<file path="config.mk">
export PLATFORM = sky130hd
export DESIGN_NAME = instr_refill_ctrl
export DESIGN_NICKNAME = d
export VERILOG_FILES = /design/src/rtl/instr_refill_ctrl.sv
export SDC_FILE = /design/constraint.sdc
export NUM_CORES = 2
export LEC_CHECK = 0
export ABC_AREA = 1
export CORE_MARGIN = 3
export CORE_UTILIZATION = 60
export DETAILED_ROUTE_END_ITERATION = 7
export PLACE_DENSITY = 0.86
export SETUP_SLACK_MARGIN = 0.5
export SYNTH_ARGS = -nofsm -noshare
export SYNTH_HDL_FRONTEND = slang
export SYNTH_SLANG_ARGS = --single-unit
</file>
<file path="constraint.sdc">
create_clock -name clk -period 88.7 [get_ports clk]
set_input_delay 8.87 -clock clk [delete_from_list [all_inputs] [get_ports clk]]
set_output_delay 8.87 -clock clk [all_outputs]
set_load 0.01 [all_outputs]
</file>
<file path="src/rtl/instr_refill_ctrl.sv">
// Instruction cache line refill: fetches one line as single-outstanding word
// reads, assembles it and strobes a line write unless a flush dropped it.
module instr_refill_ctrl #(
    parameter int BLOCK_WIDTH = 512,
    parameter int WORD_SIZE   = 32,
    parameter int ADDR_WIDTH  = 32
) (
    input  logic                   clk,
    input  logic                   arst,
    input  logic                   i_miss_req,
    input  logic [ADDR_WIDTH-1:0]  i_miss_addr,
    input  logic                   i_flush,
    output logic                   o_busy,
    output logic                   o_write_en,
    output logic [ADDR_WIDTH-1:0]  o_refill_addr,
    output logic [BLOCK_WIDTH-1:0] o_block,
    output logic                   o_refill_done,
    output logic                   o_access_fault,
    output logic                   o_mem_req_valid,
    input  logic                   i_mem_req_ready,
    output logic [ADDR_WIDTH-1:0]  o_mem_addr,
    input  logic                   i_mem_rvalid,
    input  logic [WORD_SIZE-1:0]   i_mem_rdata,
    input  logic                   i_mem_rerr
);

    // state | meaning
    // IDLE  | waiting for a miss
    // REQ   | read request for beat k presented
    // WAIT  | request accepted, waiting for read data
    // WRITE | line complete, write strobe (unless dropped) and done pulse
    // FAULT | error response seen, fault pulse, line discarded
    typedef enum logic [2:0] {IDLE, REQ, WAIT, WRITE, FAULT} state_t;

    localparam int BEATS = BLOCK_WIDTH / WORD_SIZE;
    localparam logic [3:0] LAST_BEAT = 4'(BEATS - 1);

    state_t                 state;
    logic [3:0]             k;
    logic                   drop;
    logic                   in_write;
    logic [BLOCK_WIDTH-1:0] line_buf;
    logic [BLOCK_WIDTH-1:0] line_next;

    always_comb begin
        line_next = line_buf;
        line_next[int'(k)*WORD_SIZE +: WORD_SIZE] = i_mem_rdata;
    end

    assign o_mem_addr = {o_refill_addr[ADDR_WIDTH-1:6], 6'b0} + ADDR_WIDTH'({k, 2'b00});

    // A flush arriving in the write cycle itself must still suppress the strobe.
    assign o_write_en = in_write & ~drop & ~i_flush;

    always_ff @(posedge clk or posedge arst) begin
        if (arst) begin
            state           <= IDLE;
            k               <= '0;
            drop            <= 1'b0;
            in_write        <= 1'b0;
            line_buf        <= '0;
            o_block         <= '0;
            o_refill_addr   <= '0;
            o_busy          <= 1'b0;
            o_refill_done   <= 1'b0;
            o_access_fault  <= 1'b0;
            o_mem_req_valid <= 1'b0;
        end else begin
            o_refill_done  <= 1'b0;
            o_access_fault <= 1'b0;
            in_write       <= 1'b0;
            case (state)
                IDLE: begin
                    if (i_miss_req) begin
                        o_refill_addr   <= i_miss_addr;
                        k               <= '0;
                        drop            <= 1'b0;
                        o_busy          <= 1'b1;
                        o_mem_req_valid <= 1'b1;
                        state           <= REQ;
                    end
                end
                REQ: begin
                    if (i_flush) drop <= 1'b1;
                    if (i_mem_req_ready) begin
                        o_mem_req_valid <= 1'b0;
                        state           <= WAIT;
                    end
                end
                WAIT: begin
                    if (i_flush) drop <= 1'b1;
                    if (i_mem_rvalid) begin
                        if (i_mem_rerr) begin
                            o_access_fault <= 1'b1;
                            state          <= FAULT;
                        end else begin
                            line_buf <= line_next;
                            if (k == LAST_BEAT) begin
                                o_block       <= line_next;
                                in_write      <= 1'b1;
                                o_refill_done <= 1'b1;
                                state         <= WRITE;
                            end else begin
                                k               <= k + 4'd1;
                                o_mem_req_valid <= 1'b1;
                                state           <= REQ;
                            end
                        end
                    end
                end
                WRITE: begin
                    o_busy <= 1'b0;
                    state  <= IDLE;
                end
                FAULT: begin
                    o_busy <= 1'b0;
                    state  <= IDLE;
                end
                default: begin
                    o_busy          <= 1'b0;
                    o_mem_req_valid <= 1'b0;
                    state           <= IDLE;
                end
            endcase
        end
    end

endmodule

</file>
==> results.py <==
metrics = {
    "setup_path": {
        "crit_arrival_ns": 10.22,
        "slowest_delay_ns": 0.59,
        "required_ns": 79.83,
        "reg2regPathDepth": 11,
        "start_kind": "input pin",
        "cpMostUsedCell": "clkdlybuf4s50_1",
        "slowest_stage": "clkdlybuf4s50_1",
        "path_class": "in -> out",
        "r2r_end": "o_block[477]$_DFFE_PP0P_",
        "crit_fanout": 2,
        "r2r-start": "k[0]$_DFFE_PP0P_",
        "reg2reg_slack_ns": 83.32,
        "crit_chain": "clkdlybuf4s50_1 -> nor2_1 -> clkdlybuf4s50_1",
        "end_kind": "output port",
    },
    "power": {
        "irDropWorstVdd_uv": 21.46,
        "power_mw": 1.439,
        "power_density_nw_per_um2": 23.97,
        "p_leak_nw": 31.10,
    },
    "die": {
        "core_sq_um": 82240,
        "rows": 105,
        "die-width_microns": 294.2,
        "die_h_microns": 294.2,
        "die_area_sq_um": 86570,
        "io_pins": 652,
        "start_util_pct": 60.61,
    },
    "timing": {
        "worst_pin_slew_ns": 1.275,
        "fin_setup_tns_ns": 0,
        "fin_skew_ns": 0.01921,
        "min_period_over_period_pct": 21.52,
        "finalHoldViolCount": 0,
        "grt_setup_unrepaired": "false",
        "post-route-min-period_ns": 19.09,
        "max_freq_mhz": 52.39,
        "relSlewSlack_pct": 15.00,
        "setup_violations": 0,
        "slew_violations": 0,
    },
    "cts": {
        "path_clk_slew_ns": 0.06,
        "cts_root_buf": "clkbuf_16",
        "clock-sinks": 1068,
        "cts_hold_buf": 0,
        "insertion_delay_ns": 0.68,
        "htreeDepth": 3,
        "cts_tree": "yes",
        "ctsResizeCount": 0,
        "ctsLongestPathBuffers": 3,
        "cts_buffers": 109,
        "post_cts_buffers": 0,
    },
    "synthesis": {
        "synth_edf_count": 0,
        "synthArstFlopShare_pct": 100.0,
        "ys_seq_elements": 1068,
        "ys_seq_area_share_pct": 53.62,
        "syn_area_sq_um": 49850,
        "yosysUniqueCellTypes": 29,
        "synth_warnings": 0,
        "syn_inst": 6547,
        "synth_area_per_cell_sq_um": 7.613,
        "ys.flop_type": "dfrtp_1",
    },
    "routing": {
        "post_drt_wl_per_cell_microns": 22.10,
        "drt_iter0_markers": 7354,
        "dr.pass1.iters": 7,
        "drc": 0,
        "vias": 48660,
        "routed_wl_microns": 178200,
        "antenna_left": 0,
        "viasPerCell": 6.034,
    },
    "place": {
        "dp_cells": 7841,
        "gp_congestion": 0.9611,
        "hpwl_microns": 112400,
        "io_buffers": 649,
    },
    "grt": {
        "grt_pass1_vias": 45280,
        "track_usage_pct": 40.46,
        "antenna_found_initial": 20,
        "grt_max_degree": 283,
        "overflow": 0,
        "grt_pass1_wl_microns": 269200,
    },
    "min_path": {
        "hold_path.class": "reg -> reg",
        "hold_depth": 2,
        "whs_endpoint": "o_block[345]$_DFFE_PP0P_",
        "hp-start": "o_block[345]$_DFFE_PP0P_",
    },
    "flow_run": {
        "drv_cap": 0,
    },
    "cells_and_area": {
        "final_cells": 8065,
        "drive_gt1_share_pct": 4.186,
        "area.growth.synth_to_final_pct": 20.47,
        "nets": 6956,
    },
    "run_status": {
        "status": "finished, final reports clean",
    },
}
==> metrics by stage <==
| step | worst slack, ns | instance area, sq um | hold slack, ns | util, % |
|---|---|---|---|---|
| 6_report | 69.61 | 60050 | 0.4770 | 73.01 |
| 5_1_grt | 69.61 | 60000 | 0.4933 | 72.95 |
| 4_1_cts | 69.62 | 60000 | 0.4804 | 72.95 |
| 3_5_place_dp | 69.70 | 56080 | 0.4637 | 68.19 |
| 3_3_place_gp | 69.68 | 56080 | 0.4608 | 68.19 |
| 2_1_floorplan | 49.77 | 49850 | 0.4491 | - |
==> worst max path at each step <==
stage          startpoint               end  slack (ns)  depth (start not counted)
6_report          i_flush        o_write_en       69.61                          3
5_1_grt           i_flush        o_write_en       69.61                          3
4_1_cts           i_flush        o_write_en       69.62                          3
3_5_place_dp      i_flush        o_write_en       69.70                          3
3_3_place_gp      i_flush        o_write_en       69.68                          3
2_1_floorplan        arst  drop$_DFFE_PP0P_       49.77                          1
==> per-layer routing <==
metal / routed length [microns] / GRT usage [%] / vias to the layer above / part of all wire (%)
li1: - / - / 21420 / -
met1: 64880 / 53.90 / 23150 / 36
met2: 74050 / 55.44 / 3398 / 42
met3: 25370 / 14.51 / 682 / 14
met4: 13690 / 27.28 / 20 / 7.7
met5: 252 / 1.109 / - / 0.14
==> cells in the final DEF, fill, tap and decap left out, types with 11 or more instances in the layout <==
| master | count |
|---|---|
| nand2_1 | 3227 |
| dfrtp_1 | 1068 |
| clkdlybuf4s50_1 | 649 |
| nand3_1 | 405 |
| nand4_1 | 371 |
| inv_1 | 321 |
| o21ai_1 | 207 |
| nor2_1 | 184 |
| o21ai_0 | 157 |
| clkbuf_16 | 111 |
| buf_4 | 64 |
| nor3_1 | 51 |
| clkbuf_8 | 35 |
| clkbuf_1 | 20 |
| diode_2 | 19 |
| clkinv_2 | 18 |
| a21oi_1 | 17 |
| bufinv_16 | 14 |
| nor2_4 | 11 |
==> synthesized netlist by cell type (8+ instances only) <==
| library cell | instances | share of area [%] |
|---|---|---|
| nand2_1 | 3231 | 24 |
| dfrtp_1 | 1068 | 54 |
| nand3_1 | 406 | 4.1 |
| nand4_1 | 371 | 4.7 |
| inv_1 | 323 | 2.4 |
| buf_2 | 231 | 2.3 |
| o21ai_1 | 207 | 2.1 |
| clkbuf_1 | 194 | 1.5 |
| nor2_1 | 189 | 1.4 |
| o21ai_0 | 157 | 1.6 |
| nor3_1 | 51 | 0.51 |
| buf_4 | 34 | 0.51 |
| buf_1 | 32 | 0.24 |
| a21oi_1 | 17 | 0.17 |
| inv_2 | 8 | 0.060 |
==> where the power goes <==
| group | internal, mW | switching (mW) | total [mW] |
|---|---|---|---|
| logic | 0.0925 | 0.283 | 0.376 |
| clock network | 0.299 | 0.200 | 0.499 |
| registers | 0.542 | 0.0223 | 0.564 |
==> cells by family (layout without fill, tap and decap cells) <==
family                   after synthesis  count (layout)  share of synthesized area [%]
XOR/XNOR                               3               3                         0.1054
AND/OR/NAND/NOR                     4263            4263                          35.26
AO/OA/AOI/OAI                        383             383                          3.853
flip-flops                          1068            1068                          53.62
adder cells (fa/ha/maj)                3               3                        0.07531
buffers and inverters                826            1254                          7.086
other                                  1              21                       0.007523
==> cell type report <==
cell class | instances | area, sq um
Clock buffer | 166 | 3334
Multi-Input combinational cell | 4654 | 19700
Sequential cell | 1068 | 26730
Tap cell | 1070 | 1339
Antenna cell | 19 | 47.55
Clock inverter | 39 | 586.8
Fill cell | 5939 | 22200
Inverter | 333 | 1279
Timing Repair Buffer | 716 | 7037
==> registers in the layout, indices dropped and copies added, names as in the netlist <==
| register | count |
|---|---|
| line_buf | 512 |
| o_block | 512 |
| o_refill_addr | 32 |
| k | 4 |
| state | 3 |
| drop | 1 |
| in_write | 1 |
| o_access_fault | 1 |
| o_busy | 1 |
| o_mem_req_valid | 1 |
==> worst max-delay path, delay by kind of cell <==
kind	cells	cell delay [ns]
AND/OR/NAND/NOR	1	0.24
buffers and inverters	2	1.11
Note: power is estimated with default switching activity, not from simulation.
